===== src/rtl/adder_mac_pkg.sv =====
// rtl/adder_mac_pkg.sv - shared opcodes, mode constants and width helper for adder_mac_pipe
//
// Purpose : Opcode encodings used by stage 1 and stage 2, signed/unsigned mode
//           constants and the elaboration-time result-width rule.
// Ports   : none (package).

package adder_mac_pkg;

  // Internal 4-bit opcode: external codes 0-7 map directly, anything above
  // 7 (only possible when OP_WIDTH > 3) is folded onto OP_NOP.
  localparam logic [3:0] OP_ADD = 4'd0;
  localparam logic [3:0] OP_SUB = 4'd1;
  localparam logic [3:0] OP_MUL = 4'd2;
  localparam logic [3:0] OP_MAC = 4'd3;
  localparam logic [3:0] OP_ACC = 4'd4;
  localparam logic [3:0] OP_CLR = 4'd5;
  localparam logic [3:0] OP_AND = 4'd6;
  localparam logic [3:0] OP_XOR = 4'd7;
  localparam logic [3:0] OP_NOP = 4'd8;

  localparam logic MODE_UNSIGNED = 1'b0;
  localparam logic MODE_SIGNED   = 1'b1;

  // A full product plus one guard bit must fit in the result width so that
  // ADD/MUL can never overflow.
  function automatic bit width_ok(input int width, input int res_width);
    return res_width >= (2 * width + 1);
  endfunction

endpackage


===== src/rtl/adder_mac_pipe_stage1.sv =====
// rtl/adder_mac_pipe_stage1.sv - operand extension and arithmetic, registered first pipe stage
//
// Purpose : Extends a/b to RES_WIDTH (sign or zero per mode), computes the
//           non-accumulating result and the addend for MAC/ACC, and registers
//           them together with the decoded opcode and mode.
// Macro   : ADDER_MAC_SAT_EN - unsigned SUB with borrow clamps result to 0.
// Ports   : clk, rst        - clock, synchronous active-high reset
//           load            - stage may capture new operands this cycle
//           in_valid        - operands valid
//           a, b, op, mode  - operand set
//           s1_valid        - stage holds an operation
//           s1_op, s1_mode  - decoded opcode and mode
//           s1_res          - result for ADD/SUB/MUL/AND/XOR (0 otherwise)
//           s1_addend       - value to add to acc for MAC/ACC
//           s1_flag         - unsigned SUB borrow

module adder_mac_pipe_stage1
  import adder_mac_pkg::*;
#(
  parameter int WIDTH     = 8,
  parameter int OP_WIDTH  = 3,
  parameter int RES_WIDTH = 20
) (
  input  logic                 clk,
  input  logic                 rst,
  input  logic                 load,
  input  logic                 in_valid,
  input  logic [WIDTH-1:0]     a,
  input  logic [WIDTH-1:0]     b,
  input  logic [OP_WIDTH-1:0]  op,
  input  logic                 mode,
  output logic                 s1_valid,
  output logic [3:0]           s1_op,
  output logic                 s1_mode,
  output logic [RES_WIDTH-1:0] s1_res,
  output logic [RES_WIDTH-1:0] s1_addend,
  output logic                 s1_flag
);

  localparam int EXT = RES_WIDTH - WIDTH;

  logic [RES_WIDTH-1:0] a_ext;
  logic [RES_WIDTH-1:0] b_ext;
  logic [3:0]           op_int;
  logic [RES_WIDTH-1:0] res_d;
  logic [RES_WIDTH-1:0] addend_d;
  logic                 flag_d;

  always_comb begin
    a_ext    = (mode == MODE_SIGNED) ? {{EXT{a[WIDTH-1]}}, a} : {{EXT{1'b0}}, a};
    b_ext    = (mode == MODE_SIGNED) ? {{EXT{b[WIDTH-1]}}, b} : {{EXT{1'b0}}, b};
    op_int   = ((op >> 3) == '0) ? {1'b0, op[2:0]} : OP_NOP;
    res_d    = '0;
    addend_d = '0;
    flag_d   = 1'b0;
    case (op_int)
      OP_ADD: res_d = a_ext + b_ext;
      OP_SUB: begin
        res_d = a_ext - b_ext;
        if ((mode == MODE_UNSIGNED) && (a < b)) begin
          flag_d = 1'b1;
`ifdef ADDER_MAC_SAT_EN
          res_d  = '0;
`endif
        end
      end
      // Truncating the product of the extended operands gives the correct
      // two's-complement product in both modes.
      OP_MUL: res_d    = a_ext * b_ext;
      OP_MAC: addend_d = a_ext * b_ext;
      OP_ACC: addend_d = a_ext + b_ext;
      OP_AND: res_d    = RES_WIDTH'(a & b);
      OP_XOR: res_d    = RES_WIDTH'(a ^ b);
      default: ;
    endcase
  end

  always_ff @(posedge clk) begin
    if (rst) begin
      s1_valid  <= 1'b0;
      s1_op     <= OP_NOP;
      s1_mode   <= MODE_UNSIGNED;
      s1_res    <= '0;
      s1_addend <= '0;
      s1_flag   <= 1'b0;
    end else if (load) begin
      s1_valid  <= in_valid;
      s1_op     <= op_int;
      s1_mode   <= mode;
      s1_res    <= res_d;
      s1_addend <= addend_d;
      s1_flag   <= flag_d;
    end
  end

endmodule


===== src/rtl/adder_mac_pipe.sv =====
// rtl/adder_mac_pipe.sv - two-stage pipelined ALU with accumulator and valid/ready handshake
//
// Purpose : Stage 1 (sub-module) extends operands and does the arithmetic;
//           stage 2 combines with the accumulator and registers result/flag.
//           The whole pipe stalls as a unit when the sink back-pressures.
// Macro   : ADDER_MAC_SAT_EN - MAC/ACC overflow saturates acc and result,
//           unsigned SUB borrow clamps to 0. Undefined: wrap-around.
// Ports   : clk, rst             - clock, synchronous active-high reset
//           a, b, op, mode       - operand set (mode 1 = signed)
//           in_valid / in_ready  - input handshake
//           result, flag         - output data and overflow/borrow flag
//           out_valid / out_ready- output handshake

module adder_mac_pipe
  import adder_mac_pkg::*;
#(
  parameter int WIDTH     = 8,
  parameter int OP_WIDTH  = 3,
  parameter int RES_WIDTH = 20
) (
  input  logic                 clk,
  input  logic                 rst,
  input  logic [WIDTH-1:0]     a,
  input  logic [WIDTH-1:0]     b,
  input  logic [OP_WIDTH-1:0]  op,
  input  logic                 mode,
  input  logic                 in_valid,
  output logic                 in_ready,
  output logic [RES_WIDTH-1:0] result,
  output logic                 flag,
  output logic                 out_valid,
  input  logic                 out_ready
);

  if (!width_ok(WIDTH, RES_WIDTH)) begin : g_bad_width
    $error("adder_mac_pipe: RES_WIDTH must be >= 2*WIDTH+1");
  end

  localparam int MSB = RES_WIDTH - 1;

  logic                 advance;
  logic                 s1_valid;
  logic [3:0]           s1_op;
  logic                 s1_mode;
  logic [RES_WIDTH-1:0] s1_res;
  logic [RES_WIDTH-1:0] s1_addend;
  logic                 s1_flag;

  logic [RES_WIDTH-1:0] acc;
  logic [RES_WIDTH:0]   sum_full;
  logic [RES_WIDTH-1:0] acc_sum;
  logic [RES_WIDTH-1:0] acc_new;
  logic                 acc_ovf;
  logic [RES_WIDTH-1:0] res_d;
  logic                 flag_d;
  logic [RES_WIDTH-1:0] acc_d;
  logic                 acc_we;

  // Output register frees up whenever it is empty or being drained; stage 1
  // can additionally fill while empty even if stage 2 is stuck.
  assign advance  = !out_valid || out_ready;
  assign in_ready = !s1_valid || advance;

  adder_mac_pipe_stage1 #(
    .WIDTH     (WIDTH),
    .OP_WIDTH  (OP_WIDTH),
    .RES_WIDTH (RES_WIDTH)
  ) u_stage1 (
    .clk       (clk),
    .rst       (rst),
    .load      (in_ready),
    .in_valid  (in_valid),
    .a         (a),
    .b         (b),
    .op        (op),
    .mode      (mode),
    .s1_valid  (s1_valid),
    .s1_op     (s1_op),
    .s1_mode   (s1_mode),
    .s1_res    (s1_res),
    .s1_addend (s1_addend),
    .s1_flag   (s1_flag)
  );

`ifdef ADDER_MAC_SAT_EN
  localparam logic [RES_WIDTH-1:0] SMAX = {1'b0, {(RES_WIDTH-1){1'b1}}};
  localparam logic [RES_WIDTH-1:0] SMIN = {1'b1, {(RES_WIDTH-1){1'b0}}};
`endif

  always_comb begin
    sum_full = {1'b0, acc} + {1'b0, s1_addend};
    acc_sum  = sum_full[RES_WIDTH-1:0];
    // Signed: operands agree in sign but the sum does not. Unsigned: carry out.
    acc_ovf  = (s1_mode == MODE_SIGNED)
             ? ((acc[MSB] == s1_addend[MSB]) && (acc_sum[MSB] != acc[MSB]))
             : sum_full[RES_WIDTH];
`ifdef ADDER_MAC_SAT_EN
    // Signed overflow direction follows the (shared) operand sign; unsigned
    // accumulate only ever overflows upward.
    if (acc_ovf)
      acc_new = (s1_mode == MODE_SIGNED) ? (acc[MSB] ? SMIN : SMAX) : '1;
    else
      acc_new = acc_sum;
`else
    acc_new = acc_sum;
`endif
    res_d  = s1_res;
    flag_d = s1_flag;
    acc_d  = acc;
    acc_we = 1'b0;
    case (s1_op)
      OP_MAC, OP_ACC: begin
        acc_d  = acc_new;
        res_d  = acc_new;
        flag_d = acc_ovf;
        acc_we = 1'b1;
      end
      OP_CLR: begin
        acc_d  = '0;
        res_d  = acc;
        flag_d = 1'b0;
        acc_we = 1'b1;
      end
      default: ;
    endcase
  end

  always_ff @(posedge clk) begin
    if (rst) begin
      out_valid <= 1'b0;
      result    <= '0;
      flag      <= 1'b0;
      acc       <= '0;
    end else if (advance) begin
      out_valid <= s1_valid;
      if (s1_valid) begin
        result <= res_d;
        flag   <= flag_d;
        if (acc_we)
          acc <= acc_d;
      end
    end
  end

endmodule


===== config.mk =====
export PLATFORM = sky130hd
export DESIGN_NAME = adder_mac_pipe
export DESIGN_NICKNAME = d
export VERILOG_FILES = /design/src/rtl/adder_mac_pkg.sv /design/src/rtl/adder_mac_pipe_stage1.sv /design/src/rtl/adder_mac_pipe.sv
export SDC_FILE = /design/constraint.sdc
export NUM_CORES = 1
export LEC_CHECK = 0
export BUFFER_PORTS_ARGS = -buffer_cell sky130_fd_sc_hd__buf_4
export CORE_ASPECT_RATIO = 1.75
export CORE_MARGIN = 1
export CORE_UTILIZATION = 50
export CTS_BUF_LIST = sky130_fd_sc_hd__clkbuf_4
export DETAILED_ROUTE_END_ITERATION = 7
export GPL_TIMING_DRIVEN = 0
export PLACE_DENSITY = 0.67
export SETUP_SLACK_MARGIN = 0.3
export SYNTH_ARGS = -nofsm -noshare
export SYNTH_HDL_FRONTEND = slang
export SYNTH_HIERARCHICAL = 1
export SYNTH_SLANG_ARGS = --single-unit

===== constraint.sdc =====
create_clock -name clk -period 9.9 [get_ports clk]
set_clock_uncertainty 0.15 [all_clocks]
set_input_delay 0.99 -clock clk [delete_from_list [all_inputs] [get_ports clk]]
set_output_delay 0.99 -clock clk [all_outputs]
set_load 0.02 [all_outputs]

==> flow_summary.json, run 1 <==
{
  "critPathLaunchType": "primary input",
  "cts_setup_buffers": 0,
  "synth-async-reset-ratio": 0,
  "cts_hold_buf": 0,
  "hp-class": "register to register",
  "firstDrtPassIters": 5,
  "post_cts_resized": 0,
  "clk_pin_slew_ps": 130,
  "track_usage": 0.283,
  "synth_seq_cells": 89,
  "wl_per_cell_um": 18.6,
  "drtIter0Drc": 549,
  "cp-end-kind": "register",
  "ant_nets": 0,
  "maxCapViolations": 0,
  "die_h_um": 197,
  "holdWs_ps": 322,
  "clockBufferDepth": 2,
  "final-setup-viol-count": 0,
  "drcViolationCount": 0,
  "rows": 71,
  "min_path_cells": 2,
  "synth_top_flop_cell": "dfxtp_1",
  "dpl.hpwl_um": 26500,
  "p_per_area_nw_per_um2": 204,
  "worstSkewPairLatency_ps": 440,
  "peakVddDrop_uv": 129,
  "cp_data_required_time_ps": 10100,
  "core_area_um2": 21400,
  "vias": 9335,
  "grt_max_degree": 15,
  "syn_to_final_growth_pct": 7.54,
  "overflow": 0,
  "p_int_uw": 1170,
  "wl_um": 30700,
  "tightest_slew_ps": 1040,
  "critPathLaunch": "a[7]",
  "max-slew-margin-rel": 0.299,
  "switching_share": 0.506,
  "r2r_start": "acc[0]",
  "pwr-share-seq": 0.177,
  "die_x_um": 113,
  "p_comb_frac": 0.750,
  "period_minus_slack_ps": 7780,
  "synth_nets": 1542,
  "rsz0062_at_grt": "false",
  "yosysTopAreaCell": "fa_1",
  "io_buffer_count": 46,
  "p_leak_uw": 0.00545,
  "dieArea_um2": 22300,
  "io_pins": 47,
  "yosysWarnings": 6,
  "grt_pass1_vias": 9709,
  "clkPwrFrac": 0.073,
  "synth_mux_area_frac": 0.0113,
  "power.net_switching_uw": 1200,
  "viasPerCell": 5.65,
  "crit_arrival_ps": 7980,
  "drive_gt1_frac": 0.0713,
  "holdCritStartpoint": "u_stage1/s1_res[15]",
  "fmax_mhz": 129,
  "crit_type": "primary input to register",
  "globalplace.congestion": 0.942,
  "status": "completed",
  "synth-compound-area-share": 0.193,
  "synth_edf_count": 0,
  "cts-root-buf": "clkbuf_4",
  "synth_top_family_by_area": "adder cells",
  "numClockSinks": 89,
  "grt_pass1_wl_um": 48700,
  "antenna_found_initial": 1,
  "cts_tree": "done",
  "start_util": 0.507,
  "fin_tns_setup_ps": 0,
  "yosys.area_share.simple": 0.160,
  "yosys.area.top_type_share": 0.203,
  "yosys.area_share.xor_xnor": 0.0581,
  "r2r_cells": 10,
  "postSynthCellCount": 1298,
  "drv_slew": 0,
  "cts_buffers": 9,
  "fill_cells": 2071,
  "yosys-top-cells-area": "fa_1 (20%), dfxtp_1 (16%), ha_1 (13%)",
  "layout.nets": 1599,
  "fin_crit_sh": 0.786,
  "avgSynthCellArea_um2": 8.36,
  "hold_path_end": "u_stage1/s1_res[15]",
  "crit_path_max_fanout": 13,
  "htree_levels": 3,
  "synthDistinctLibCells": 78,
  "netlist_area_um2": 10800,
  "r2r_slack_ps": 6920,
  "synth-adder-area-share": 0.330,
  "ys_seq_area_frac": 0.164,
  "hold_viol_final": 0,
  "rr_endpoint": "result[18]"
}
cells by family after synthesis:
kind of cell,Yosys count
adder cells (fa/ha/maj),220
AO/OA/AOI/OAI,298
flip-flops,89
XOR/XNOR,72
multiplexers,12
buffers and inverters,239
AND/OR/NAND/NOR,368
power by group through the flow:
stage	combinational [µW]	sequential (µW)	clock [µW]
2_1_floorplan	1380	427	0
3_3_place_gp	1730	427	0
3_5_place_dp	1780	428	0
4_1_cts	1790	421	176
5_1_grt	2010	425	188
6_report	1780	421	173
routing by layer:
metal | vias to the layer above | wire length (µm) | track usage
li1 | 4485 | - | -
met3 | 90 | 777 | 0.0240
met2 | 241 | 17500 | 0.579
met4 | 0 | 1480 | 0.144
met5 | - | 0 | 0
met1 | 4519 | 11000 | 0.272
worst max-delay path, cell delays in order:
cell and delay [ps]:
buf_4 160, and2_1 160, clkbuf_1 610, nand2_1 230
fa_1 600, clkbuf_1 300, xor2_1 120, ha_1 290
inv_1 50, fa_1 490, inv_1 60, fa_1 510
inv_1 60, fa_1 530, inv_1 50, fa_1 470
inv_1 50, fa_1 490, inv_1 40, ha_1 340
o21a_1 200, nor2_1 170, a31oi_4 60, a31oi_1 270
xor2_1 270, o221ai_1 230, o211a_1 180
stage by stage:
step,std cells,power [µW],area [µm²],worst slack [ps],utilization
floorplan,1298,1810,10800,2670,-
global placement,1636,2160,11600,1680,0.540
detailed placement,1636,2210,11600,1600,0.540
CTS,1652,2390,11700,2110,0.545
global route,1653,2620,11700,1880,0.545
finish,1653,2380,11700,2120,0.545
layout by cell type (no fill, tap or decap), types with 6 or more instances in the layout:
cell type  count
fa_1         110
nand3_1       23
a221o_1        8
nor2b_1        7
clkbuf_1      41
xnor2_1       43
o22ai_1        7
o21bai_1      13
and3_1         9
ha_1         110
buf_4         47
o211ai_1      11
nor2_1       116
clkbuf_4       9
nand2b_1      10
a21oi_1       81
and2_1        45
o21a_1        11
a221oi_1      12
inv_1        185
mux2i_1       10
xor2_1        29
a211oi_1      21
o21ai_0       43
a31oi_1        9
nand2_1       92
or2_2          6
buf_2          6
a21o_1        12
nor3_1        36
a22oi_1       16
dfxtp_1       89
synthesized netlist by cell type (3+ instances only):
master and n:
xnor2_1 43, nor2_2 3, buf_2 6, nor3b_1 3, nand2b_1 10, o21ai_0 43, nor3_1 36, a21o_1 12
nor4_1 3, and2_1 45, buf_1 5, nand4_1 3, a221oi_1 12, a221o_1 8, or2_2 6, mux2i_1 10
nand3_1 23, a22oi_1 16, xor2_1 29, o221ai_1 5, or3_1 5, inv_1 185, o21a_1 11, dfxtp_1 89
o21ai_1 5, a22o_1 5, nor2_1 116, clkbuf_1 41, a21oi_1 81, o22ai_1 7, o41ai_2 3, o31ai_1 3
ha_1 110, nand2_1 92, and3_1 9, a211oi_1 21, a31oi_1 9, o21bai_1 13, nor2b_1 7, fa_1 110
o211ai_1 11
area by class of cell:
class                   instances  area [µm²]  share of cell area
repair buffers                 46         345              0.0296
well taps                     292         365              0.0313
clock buffers                   9        67.6             0.00579
plain buffers                  53         210              0.0180
inverters                     186         698              0.0598
clock inverters                 7        37.5             0.00322
diodes                          1        2.50            0.000215
multi-input cells             970        8160               0.699
flip-flops and latches         89        1780               0.153
flip-flops by register name, indices dropped and copies added, names as in the netlist:
register / count
acc: 20
u_stage1/s1_mode: 1
u_stage1/s1_flag: 1
out_valid: 1
flag: 1
u_stage1/s1_addend: 20
u_stage1/s1_res: 20
u_stage1/s1_valid: 1
result: 20
u_stage1/s1_op: 4
how the worst max path moves through the flow:
stage,to,slack [ps],depth (start not counted)
global route,u_stage1/s1_addend[16],1880,27
global placement,u_stage1/s1_addend[16],1680,27
CTS,u_stage1/s1_addend[16],2110,27
finish,u_stage1/s1_addend[16],2120,27
detailed placement,u_stage1/s1_addend[16],1600,27
floorplan,u_stage1/s1_res[16],2670,26
No activity file was read; power rests on OpenSTA's default activity.
==> run 2, diff against run 1 <==
--- a/config.mk
+++ b/config.mk
@@ -5,6 +5,7 @@
 export SDC_FILE = /design/constraint.sdc
 export NUM_CORES = 1
 export LEC_CHECK = 0
+export ABC_AREA = 1
 export BUFFER_PORTS_ARGS = -buffer_cell sky130_fd_sc_hd__buf_4
 export CORE_ASPECT_RATIO = 1.75
 export CORE_MARGIN = 1
==> constraint.sdc (replaced) <==
create_clock -name clk -period 8 [get_ports clk]
set_clock_uncertainty 0.15 [all_clocks]
set_input_delay 0.8 -clock clk [delete_from_list [all_inputs] [get_ports clk]]
set_output_delay 0.8 -clock clk [all_outputs]
set_load 0.02 [all_outputs]
==> run 2 against run 1 <==
Compared with the run above: the run now ends with design-rule violations left; design area up 6.0%; critical path depth is the same; clock power up 31%; power up 42%; global-route usage is 7.7 points higher; synthesized cell count increased by 29%; die area is 6.3% higher; sequential share of layout area is 0.86 points lower; sequential power is 27% higher; critical endpoint is now u_stage1/s1_res[13]; largest power group unchanged.
==> flow_summary.json, run 2 <==
{
  "wl_um": 40300,
  "status": "complete, but fails checks",
  "antenna_found_initial": 1,
  "maxCapViolations": 0,
  "yosysWarnings": 6,
  "overflow": 0,
  "grt.met2_usage": 0.631,
  "syn_to_final_growth_pct": 7.16,
  "synth.top_cells.by_count": "nand2_1 (414), inv_1 (345), a21oi_1 (120)",
  "p_leak_uw": 0.00674,
  "crit_type": "primary input to register",
  "ff_latch_area_um2": 1780,
  "hp-class": "register to register",
  "drv_slew": 0,
  "grt_pass1_vias": 11200,
  "die_h_um": 203,
  "place_area_um2": 12200,
  "tightest_slew_ps": 1150,
  "crit_path_max_fanout": 10,
  "max-slew-margin-rel": 0.223,
  "post_cts_resized": 0,
  "synthDistinctLibCells": 57,
  "critPathLaunchType": "primary input",
  "period_minus_slack_ps": 7360,
  "cp_data_required_time_ps": 8200,
  "synth-async-reset-ratio": 0,
  "fill_cells": 2366,
  "rsz0062_at_grt": "false",
  "multi_input_area_um2": 8170,
  "io_buffer_count": 44,
  "wl_per_cell_um": 19.7,
  "track_usage": 0.360,
  "cts_buffers": 9,
  "synth_seq_cells": 89,
  "firstDrtPassIters": 8,
  "grt_use_met1": 0.334,
  "synth_top_flop_cell": "dfxtp_1",
  "globalplace.congestion": 1.06,
  "fin_tns_setup_ps": 0,
  "cts_tree": "done",
  "synth_edf_count": 0,
  "cts-root-buf": "clkbuf_4",
  "cp-end-kind": "register",
  "cts_hold_buf": 0,
  "dieArea_um2": 23700,
  "avgSynthCellArea_um2": 6.87,
  "htree_levels": 3,
  "hold_viol_final": 0,
  "netlist_area_um2": 11500,
  "final_cell_mix": "nand2_1 (414), inv_1 (345), a21oi_1 (120)",
  "viasPerCell": 5.43,
  "peakVddDrop_uv": 215,
  "final-setup-viol-count": 0,
  "numClockSinks": 89,
  "core_area_um2": 22700,
  "worstSkewPairLatency_ps": 490,
  "fin_crit_sh": 0.920,
  "yosys.area.top_type_share": 0.191,
  "final_common_cell": "nand2_1",
  "yosys-top-cells-area": "fa_1 (19%), dfxtp_1 (15%), nand2_1 (13%)",
  "fmax_mhz": 136,
  "dpl.hpwl_um": 33100,
  "start_util": 0.509,
  "post-synth-top-count-cell": "nand2_1",
  "synth_nets": 1924,
  "drtIter0Drc": 616,
  "clockBufferDepth": 2,
  "drcViolationCount": 1,
  "die_x_um": 117,
  "final_cell_area_um2": 12400,
  "power_uw": 3380,
  "ant_nets": 0,
  "layout.nets": 1979,
  "p_per_area_nw_per_um2": 274,
  "grt_max_degree": 15,
  "crit_arrival_ps": 7560,
  "grt_pass1_wl_um": 61400,
  "cts_setup_buffers": 0,
  "clk_pin_slew_ps": 130,
  "io_pins": 47,
  "globalRoute.busiestLayer": "met2",
  "use_met3": 0.0716,
  "violations": "design-rule violations",
  "rows": 73,
  "ys_seq_area_frac": 0.154,
  "drive_gt1_frac": 0.0725,
  "postSynthCellCount": 1680,
  "yosysTopAreaCell": "fa_1",
  "vias": 11100
}
-- run 2: kinds of logic (layout without fill, tap and decap cells) --
logic type	after synthesis	in the layout	share of synthesized area
simple gates	659	659	0.239
buf+inv	410	469	0.138
compound gates	266	266	0.131
fa+ha+maj	220	220	0.310
flops	89	89	0.154
xor+xnor	36	36	0.0273
other cells	0	1	0
-- run 2: area by class of cell --
| type | instances | area share |
|---|---|---|
| clock buffers | 10 | 0.00607 |
| multi-input cells | 1181 | 0.661 |
| clock inverters | 5 | 0.00263 |
| well taps | 300 | 0.0304 |
| repair buffers | 44 | 0.0267 |
| diodes | 1 | 0.000202 |
| flip-flops and latches | 89 | 0.144 |
| plain buffers | 52 | 0.0197 |
| inverters | 358 | 0.109 |
-- run 2: routing by layer --
metal / wire [µm] / part of all wire
met2: 20400 / 0.51
met4: 4540 / 0.11
met5: 0 / 0
met3: 2150 / 0.053
met1: 13200 / 0.33
-- run 2: stage by stage --
stage	worst slack [ps]	std cells	hold WS (ps)	utilization
2_1_floorplan	1160	1680	289	-
3_3_place_gp	160	2024	303	0.540
3_5_place_dp	121	2024	307	0.540
4_1_cts	621	2039	326	0.545
5_1_grt	373	2040	343	0.546
6_report	643	2040	325	0.546
-- run 2: critical path: stages --
cell and delay, ps:
buf_4 80, buf_2 280, nand2_1 340, nor2_2 420
inv_1 80, nor2_1 220, nor2_1 210, ha_1 220
or2_2 350, fa_1 520, ha_1 220, fa_1 490
inv_1 60, fa_1 530, inv_1 50, fa_1 470
inv_1 50, fa_1 490, inv_1 40, ha_1 340
a21o_1 220, a21oi_1 190, nand3_1 140, xnor2_1 380
nor2_1 70, o21ai_0 200, a21oi_1 80
-- run 2: report_power, final --
group / internal (µW) / switching, µW
Combinational: 918 / 1710
Sequential: 495 / 37.1
Clock: 65.3 / 160
-- run 2: path summary, 6_finish.rpt --
check | start | cells after the start | slack (ps) | endpoint
max reg2reg | u_stage1/s1_addend[0] | 12 | 4410 | result[16]
min | u_stage1/s1_res[5] | 2 | 320 | u_stage1/s1_res[5]
min reg2reg | u_stage1/s1_res[5] | 2 | 320 | u_stage1/s1_res[5]
max | b[7] | 27 | 640 | u_stage1/s1_res[13]
